### src/rtl/colour_pkg.sv
// Shared ASCII constants, state type and helpers for the colour word generator/detector.
// The SSP state is only reachable when COLOUR_TRAILING_SPACE_EN is defined.
package colour_pkg;

    localparam logic [6:0] ASCII_C     = 7'h43;
    localparam logic [6:0] ASCII_O     = 7'h4F;
    localparam logic [6:0] ASCII_L     = 7'h4C;
    localparam logic [6:0] ASCII_U     = 7'h55;
    localparam logic [6:0] ASCII_R     = 7'h52;
    localparam logic [6:0] ASCII_SPACE = 7'h20;

    typedef enum logic [3:0] {
        IDLE,
        SC,
        SO1,
        SL,
        SO2,
        SU,
        SR,
        SSP,
        GAP
    } colour_state_e;

    function automatic logic [6:0] state_letter(input colour_state_e s);
        case (s)
            SC:      return ASCII_C;
            SO1:     return ASCII_O;
            SL:      return ASCII_L;
            SO2:     return ASCII_O;
            SU:      return ASCII_U;
            SR:      return ASCII_R;
            SSP:     return ASCII_SPACE;
            default: return 7'h00;
        endcase
    endfunction

    function automatic logic state_emits(input colour_state_e s);
        return (s == SC) || (s == SO1) || (s == SL) || (s == SO2) ||
               (s == SU) || (s == SR) || (s == SSP);
    endfunction

endpackage

### src/rtl/colour_gap_timer.sv
// Down-counter timing the idle gap between words; expire_o is high in the last gap cycle.
module colour_gap_timer #(
    parameter int GAP_CYCLES = 2
) (
    input  logic clk,
    input  logic rst_n,
    input  logic load_i,
    output logic expire_o
);

    localparam int W = (GAP_CYCLES > 1) ? $clog2(GAP_CYCLES + 1) : 1;

    logic [W-1:0] cnt_q, cnt_d;

    always_comb begin
        cnt_d = cnt_q;
        if (load_i) begin
            cnt_d = W'(GAP_CYCLES);
        end else if (cnt_q != '0) begin
            cnt_d = cnt_q - W'(1);
        end
    end

    always_ff @(posedge clk) begin
        if (!rst_n) begin
            cnt_q <= '0;
        end else begin
            cnt_q <= cnt_d;
        end
    end

    assign expire_o = (cnt_q == W'(1));

endmodule

### src/rtl/colour_word_gen.sv
// Emits "COLOR"/"COLOUR" bursts over a valid/ready handshake with an idle gap between words.
// Define COLOUR_TRAILING_SPACE_EN to append an ASCII space to every word.
module colour_word_gen
    import colour_pkg::*;
#(
    parameter int CNT_W      = 4,
    parameter int GAP_CYCLES = 2
) (
    input  logic             clk,
    input  logic             rst_n,
    input  logic             start,
    input  logic             uk,
    input  logic [CNT_W-1:0] words,
    input  logic             ready,
    output logic [6:0]       letter,
    output logic             valid,
    output logic             busy,
    output logic             done
);

    colour_state_e    state_q, state_d;
    logic [6:0]       letter_q, letter_d;
    logic             valid_q, valid_d;
    logic             busy_q, busy_d;
    logic             done_q, done_d;
    logic [CNT_W-1:0] rem_q, rem_d;
    logic             uk_q, uk_d;
    logic             hs;
    logic             word_end;
    logic             gap_load;
    logic             gap_expire;

    always_comb begin
        state_d  = state_q;
        rem_d    = rem_q;
        uk_d     = uk_q;
        done_d   = 1'b0;
        gap_load = 1'b0;
        word_end = 1'b0;
        hs       = valid_q && ready;

        case (state_q)
            IDLE: begin
                if (start) begin
                    uk_d    = uk;
                    rem_d   = (words == '0) ? CNT_W'(1) : words;
                    state_d = SC;
                end
            end
            SC:  if (hs) state_d = SO1;
            SO1: if (hs) state_d = SL;
            SL:  if (hs) state_d = SO2;
            SO2: if (hs) state_d = uk_q ? SU : SR;
            SU:  if (hs) state_d = SR;
            SR: begin
                if (hs) begin
`ifdef COLOUR_TRAILING_SPACE_EN
                    state_d = SSP;
`else
                    word_end = 1'b1;
`endif
                end
            end
`ifdef COLOUR_TRAILING_SPACE_EN
            SSP: if (hs) word_end = 1'b1;
`endif
            GAP: if (gap_expire) state_d = SC;
            default: state_d = IDLE;
        endcase

        // Repeat/finish decision is shared by whichever state closes the word
        if (word_end) begin
            if (rem_q > CNT_W'(1)) begin
                rem_d    = rem_q - CNT_W'(1);
                state_d  = (GAP_CYCLES > 0) ? GAP : SC;
                gap_load = (GAP_CYCLES > 0);
            end else begin
                rem_d   = '0;
                state_d = IDLE;
                done_d  = 1'b1;
            end
        end

        letter_d = state_letter(state_d);
        valid_d  = state_emits(state_d);
        busy_d   = (state_d != IDLE);
    end

    always_ff @(posedge clk) begin
        if (!rst_n) begin
            state_q  <= IDLE;
            letter_q <= '0;
            valid_q  <= 1'b0;
            busy_q   <= 1'b0;
            done_q   <= 1'b0;
            rem_q    <= '0;
            uk_q     <= 1'b0;
        end else begin
            state_q  <= state_d;
            letter_q <= letter_d;
            valid_q  <= valid_d;
            busy_q   <= busy_d;
            done_q   <= done_d;
            rem_q    <= rem_d;
            uk_q     <= uk_d;
        end
    end

    generate
        if (GAP_CYCLES > 0) begin : g_gap
            colour_gap_timer #(
                .GAP_CYCLES(GAP_CYCLES)
            ) u_gap_timer (
                .clk     (clk),
                .rst_n   (rst_n),
                .load_i  (gap_load),
                .expire_o(gap_expire)
            );
        end else begin : g_nogap
            assign gap_expire = 1'b1;
        end
    endgenerate

    assign letter = letter_q;
    assign valid  = valid_q;
    assign busy   = busy_q;
    assign done   = done_q;

endmodule

### config.mk
export PLATFORM = sky130hd
export DESIGN_NAME = colour_word_gen
export DESIGN_NICKNAME = d
export VERILOG_FILES = /design/src/rtl/colour_pkg.sv /design/src/rtl/colour_gap_timer.sv /design/src/rtl/colour_word_gen.sv
export SDC_FILE = /design/constraint.sdc
export NUM_CORES = 1
export LEC_CHECK = 0
export CAP_MARGIN = 20
export CORE_ASPECT_RATIO = 1.5
export CORE_UTILIZATION = 50
export CTS_BUF_LIST = sky130_fd_sc_hd__clkbuf_8
export DETAILED_ROUTE_END_ITERATION = 10
export DONT_BUFFER_PORTS = 1
export PLACE_DENSITY_LB_ADDON = 0.3
export SYNTH_ARGS = -nofsm -noshare
export SYNTH_HDL_FRONTEND = slang
export SYNTH_HIERARCHICAL = 1
export SYNTH_SLANG_ARGS = --single-unit
### constraint.sdc
create_clock -name clk -period 1.8 [get_ports clk]
set_input_delay 0.36 -clock clk [delete_from_list [all_inputs] [get_ports clk]]
set_output_delay 0.36 -clock clk [all_outputs]
set_load 0.01 [all_outputs]
# Yosys cells after proc, flatten, opt, wreduce, memory -nomap -nowiden
# Cells that the tools add are included.
# Widths: inputs -> output; s select.
# classes
n_eq_ne,15
n_reduce_logical,19
n_lt_le_gt_ge,1
n_mux,24
n_addsub,2
bitwise,1
# op_table
operator,count
$mux 4,14
$pmux 7 s6,1
$pmux 4 s8,1
$eq 4x3->1 const B,7
$eq 4x2->1 const B,4
$eq 4x1->1 const B,2
$logic_not 4->1,2
$reduce_bool 2->1,4
$logic_or 1x1->1,6
$mux 2,3
$reduce_and 2->1,3
$mux 1,5
$eq 4x4->1 const B,1
$gt 4x1->1 const B,1
$reduce_bool 4->1,1
$reduce_or 2->1,2
$sub 4x1->4 const B,1
$eq 2x1->1 const B,1
$sub 2x1->2 const B,1
$logic_and 1x1->1,1
$not 1->1,1
# totals
out_inout_bits,10
reg_bits,21
word_cells,71
in_bits,9

# Logic depth before layout (Yosys ltp)
# logic_depth
word_depth,11
ltp_mapped,7
depth_no_buf,7

# Modules after synthesis
# The synthesis kept the hierarchy.
# by_module_without_submodules
module,seq_area_each_um2,cells_per_inst,n_inst,area_per_inst_um2
colour_word_gen,380.4,117,1,1061.0
colour_gap_timer,40.0,6,1,70.1

# Worst setup path after synthesis
# Ideal clock, no wire load.
# synth_timing
path_kind,reg-to-reg
startpoint,reg valid_q (netlist: valid)
endpoint,reg rem_q[2]
path_buffers,2
arrival_time_ps,1424
stages_incl_launch_ff,8
synth_period_minus_slack_ps,1552
required_ps,1672
setup_time_ps,128
path_slack_ps,248
cell_sequence,dfxtp_1 -> and2_1 -> buf_4 -> and3_1 -> buf_2 -> and4b_1 -> a311oi_1 -> nor2_1
# synth_between
elab_chain_len,5
elab_cells_between_ends,7
cone_classes,mux (3); reduce/logical (4)
# synth_rtl
item,line,rtl
"start, declared",colour_word_gen.sv:23,"logic valid_q, valid_d;"
"start signal, assigned",colour_word_gen.sv:101,valid_q <= valid_d;
$logic_and 1x1->1 (*),colour_word_gen.sv:40,hs = valid_q && ready;
$mux 1 (*),colour_word_gen.sv:56,if (hs) begin
$mux 1 (*),colour_word_gen.sv:42,case (state_q)
$reduce_bool 2->1 (no source line),-,
$reduce_and 2->1 (no source line),-,
"end signal, assigned",colour_word_gen.sv:104,rem_q <= rem_d;
"end, declared",colour_word_gen.sv:26,"logic [CNT_W-1:0] rem_q, rem_d;"
# Mark *: on every way between the ends. The rest lies on a longest branch, timed or not.
# A chain may end at the register's enable or synchronous reset.

# Final worst setup path
# layout_timing
startpoint,reg state_q[0]
endpoint,reg g_gap.u_gap_timer.cnt_q[0]
# layout_between
elab_chain_len,4
# layout_rtl
item,line,rtl
"start, declared",colour_word_gen.sv:21,"colour_state_e state_q, state_d;"
"start signal, assigned",colour_word_gen.sv:99,state_q <= state_d;
$eq 4x3->1,colour_word_gen.sv:42,
$mux 1,colour_word_gen.sv:42,
$mux 1,colour_word_gen.sv:72,if (word_end) begin
via gap_load,colour_word_gen.sv:30,logic gap_load;
$reduce_or 2->1 (no source line),-,
"end signal, assigned",colour_gap_timer.sv:28,cnt_q <= cnt_d;
"end, declared",colour_gap_timer.sv:13,"logic [W-1:0] cnt_q, cnt_d;"
# The timed path passes the listed nets, and every way through them passes these cells.

==> results.yml <==
detailed_routing:
  maxUsedRoutingLayer: "met4"
  wl_met2_mm: 1.186
  wl_per_cell_um: 14.91
  dr.pass1.iters: 4
  drc: 0
  wl_mm: 2.236
  viasPerCell: 5.847
  met1_length_um: 904
  vias: 877
  wl_met3_um: 52
  drt_iter0_markers: 17
  drtAntennaViolNets: 0
floorplanning:
  start_util_pct: 54.46
  pin_count: 19
  coreArea_um2: 2077
  floorplan.die_area_um2: 2460
  die_w_um: 40.84
  die_y_um: 60.25
  placementRows: 20
layout:
  syn_to_final_growth_pct: 8.628
  multi_input_area_um2: 651.9
  num-nets-final: 140
  seq_area_um2: 420.4
  drive_gt1_share_pct: 20.31
  fin_area_um2: 1229
  layout_common_cells: "dfxtp_1 (21), nor2_1 (13), buf_4 (8)"
  n_fill_cell: 188
  diodes: 0
  mostFrequentLayoutCell: "dfxtp_1"
worst_setup_path:
  crit_family: "simple AND/OR/NAND/NOR gates"
  crit_type: "reg2reg"
  crit_arrival_ns: 1.82
  start_kind: "flop"
  cp.required_ns: 1.96
  cp_num_buf_inv: 0
  worstPathCellList: "nor3b_1, and3_1, and2b_1, and4bb_2"
  cp-end-kind: "flop"
  slowest_stage: "dfxtp_1"
  worst_path_largest_cell_delay_ns: 0.41
  cp_max_fo: 9
sta:
  skew_ns: 0.001653
  finalMaxSlewViolations: 0
  grt_setup_unrepaired: "no"
  setup_violations: 0
  fmax_mhz: 603.7
  fin_crit_sh_pct: 92.03
  fin_tns_setup_ns: 0
  hold_viol_final: 0
  fin_crit_ns: 1.656
global_routing:
  antenna_found_initial: 0
  grt_max_degree: 15
  grt_pass1_vias: 821
  grt_usage_pct: 21.21
  overflow: 0
  grt_pass1_wl_mm: 3.450
yosys:
  ys_ff_latch: 21
  synth_top_family_by_area: "simple AND/OR/NAND/NOR gates"
  yosys.area_share.simple_pct: 25.00
  synthXorXnorAreaFrac_pct: 2.323
  syn_nets: 134
  synthArstFlopShare_pct: 0
  synth_compound_area_share_pct: 22.23
  syn_avg_cell_area_um2: 9.196
  ys_types: 49
  synth_mux_area_share_pct: 5.531
  yosysSeqAreaShare_pct: 37.17
  synth_cells: 123
  ys_warn_count: 6
  dominantRegCellSynth: "dfxtp_1"
  synth_edf_count: 0
  syn_area_um2: 1131
  yosys.area_share.adder_pct: 2.212
pwr:
  p_total_mw: 1.008
  p_leak_nw: 0.4875
  vdd_drop_max_mv: 0.5788
  power_density_nw_per_um2: 820.2
clocking:
  clockBufferDepth: 2
  clk_pin_slew_ns: 0.07
  hold_buffers: 0
  cts_tree: "built"
  root_buffer: "clkbuf_8"
  cts_inserted_buffers: 3
  post_cts_buffers: 0
  clock_sinks: 21
  clk_latency_ns: 0.27
  cts_max_level: 1
  postCtsResizedCells: 0
place:
  io_buffers: 0
  gp_congestion: 0.7774
  hpwl_mm: 1.763
  place_area_um2: 1182
min_path:
  holdCritPathClass: "in2reg"
run:
  max-cap-violations: 0
status:
  status: "complete, no violations"
## kinds of logic after synthesis
group | count (synthesis)
compound gates | 29
xor+xnor | 3
fa+ha+maj | 2
buf+inv | 13
flops | 21
mux | 6
other cells | 1
simple gates | 48
## worst reg2reg max path: cells and delay by family, from the launching register on
kind	cells	cell delay (ns)
and+or+nand+nor	4	1.14
DFF	1	0.41
## per-stage QoR
step,hold slack [ns],setup WS (ns),std cells,util (%)
final,0.2062,0.1435,150,59.16
after CTS,0.2051,0.1422,150,59.16
after floorplan,0.4775,0.2483,123,-
after detailed placement,0.4820,0.1586,146,56.93
after global placement,0.4815,0.1849,146,56.93
after global routing,0.2141,0.005527,150,59.16
## worst paths after layout
kind / to / slack (ns) / cells past startpoint / startpoint
hold reg to reg: g_gap.u_gap_timer/cnt_q[1] / 0.53 / 2 / g_gap.u_gap_timer/cnt_q[0]
setup reg to reg: g_gap.u_gap_timer/cnt_q[0] / 0.14 / 4 / state_q[0]
hold / removal: rem_q[1] / 0.21 / 1 / rst_n
setup / recovery: g_gap.u_gap_timer/cnt_q[0] / 0.14 / 4 / state_q[0]
## state kept, by name, summed over array words and instances (netlist names)
| name | count |
|---|---|
| letter | 7 |
| rem_q | 4 |
| state_q | 4 |
| g_gap.u_gap_timer/cnt_q | 2 |
| busy | 1 |
| done | 1 |
| uk_q | 1 |
| valid | 1 |
## cell type report
cell class	count	share of cell area, %
clock buffer	3	3.360
clock inverter	1	0.4073
tap	22	2.240
timing repair buffer	8	4.888
sequential	21	34.22
multi-input combinational	89	53.05
inverter	6	1.833
## synthesized netlist by cell type (all sizes together) (2+ instances only)
| library cell | count | area, um2 |
|---|---|---|
| buf | 6 | 32.53 |
| nand2b | 2 | 12.51 |
| nor2b | 4 | 25.02 |
| and2 | 3 | 18.77 |
| or2 | 2 | 12.52 |
| nor2 | 13 | 48.80 |
| nand3 | 2 | 10.01 |
| mux2 | 2 | 22.52 |
| o21ai | 2 | 21.27 |
| nand2 | 3 | 11.26 |
| nor3b | 2 | 15.01 |
| xor2 | 2 | 17.52 |
| a31oi | 2 | 12.51 |
| inv | 6 | 22.52 |
| dfxtp | 21 | 420.4 |
| and3 | 2 | 12.51 |
| mux2i | 4 | 40.04 |
| a21oi | 7 | 38.79 |
| a32oi | 2 | 32.53 |
| o21bai | 2 | 15.01 |
| ha | 2 | 25.02 |
| o21a | 3 | 22.52 |
| nor3 | 7 | 45.04 |
| nand4b | 2 | 17.52 |
## report_power, final
part	total (mW)	switching (mW)	internal (mW)
registers	0.526	0.0311	0.495
clock network	0.309	0.154	0.155
logic	0.173	0.0908	0.0824
## layer usage
layer | vias to the layer above | track usage, %
met5 | - | 0
met4 | 0 | 14.76
met3 | 7 | 3.717
met2 | 13 | 36.16
met1 | 406 | 21.50
li1 | 451 | -
Note: power is estimated with default switching activity, not from simulation.
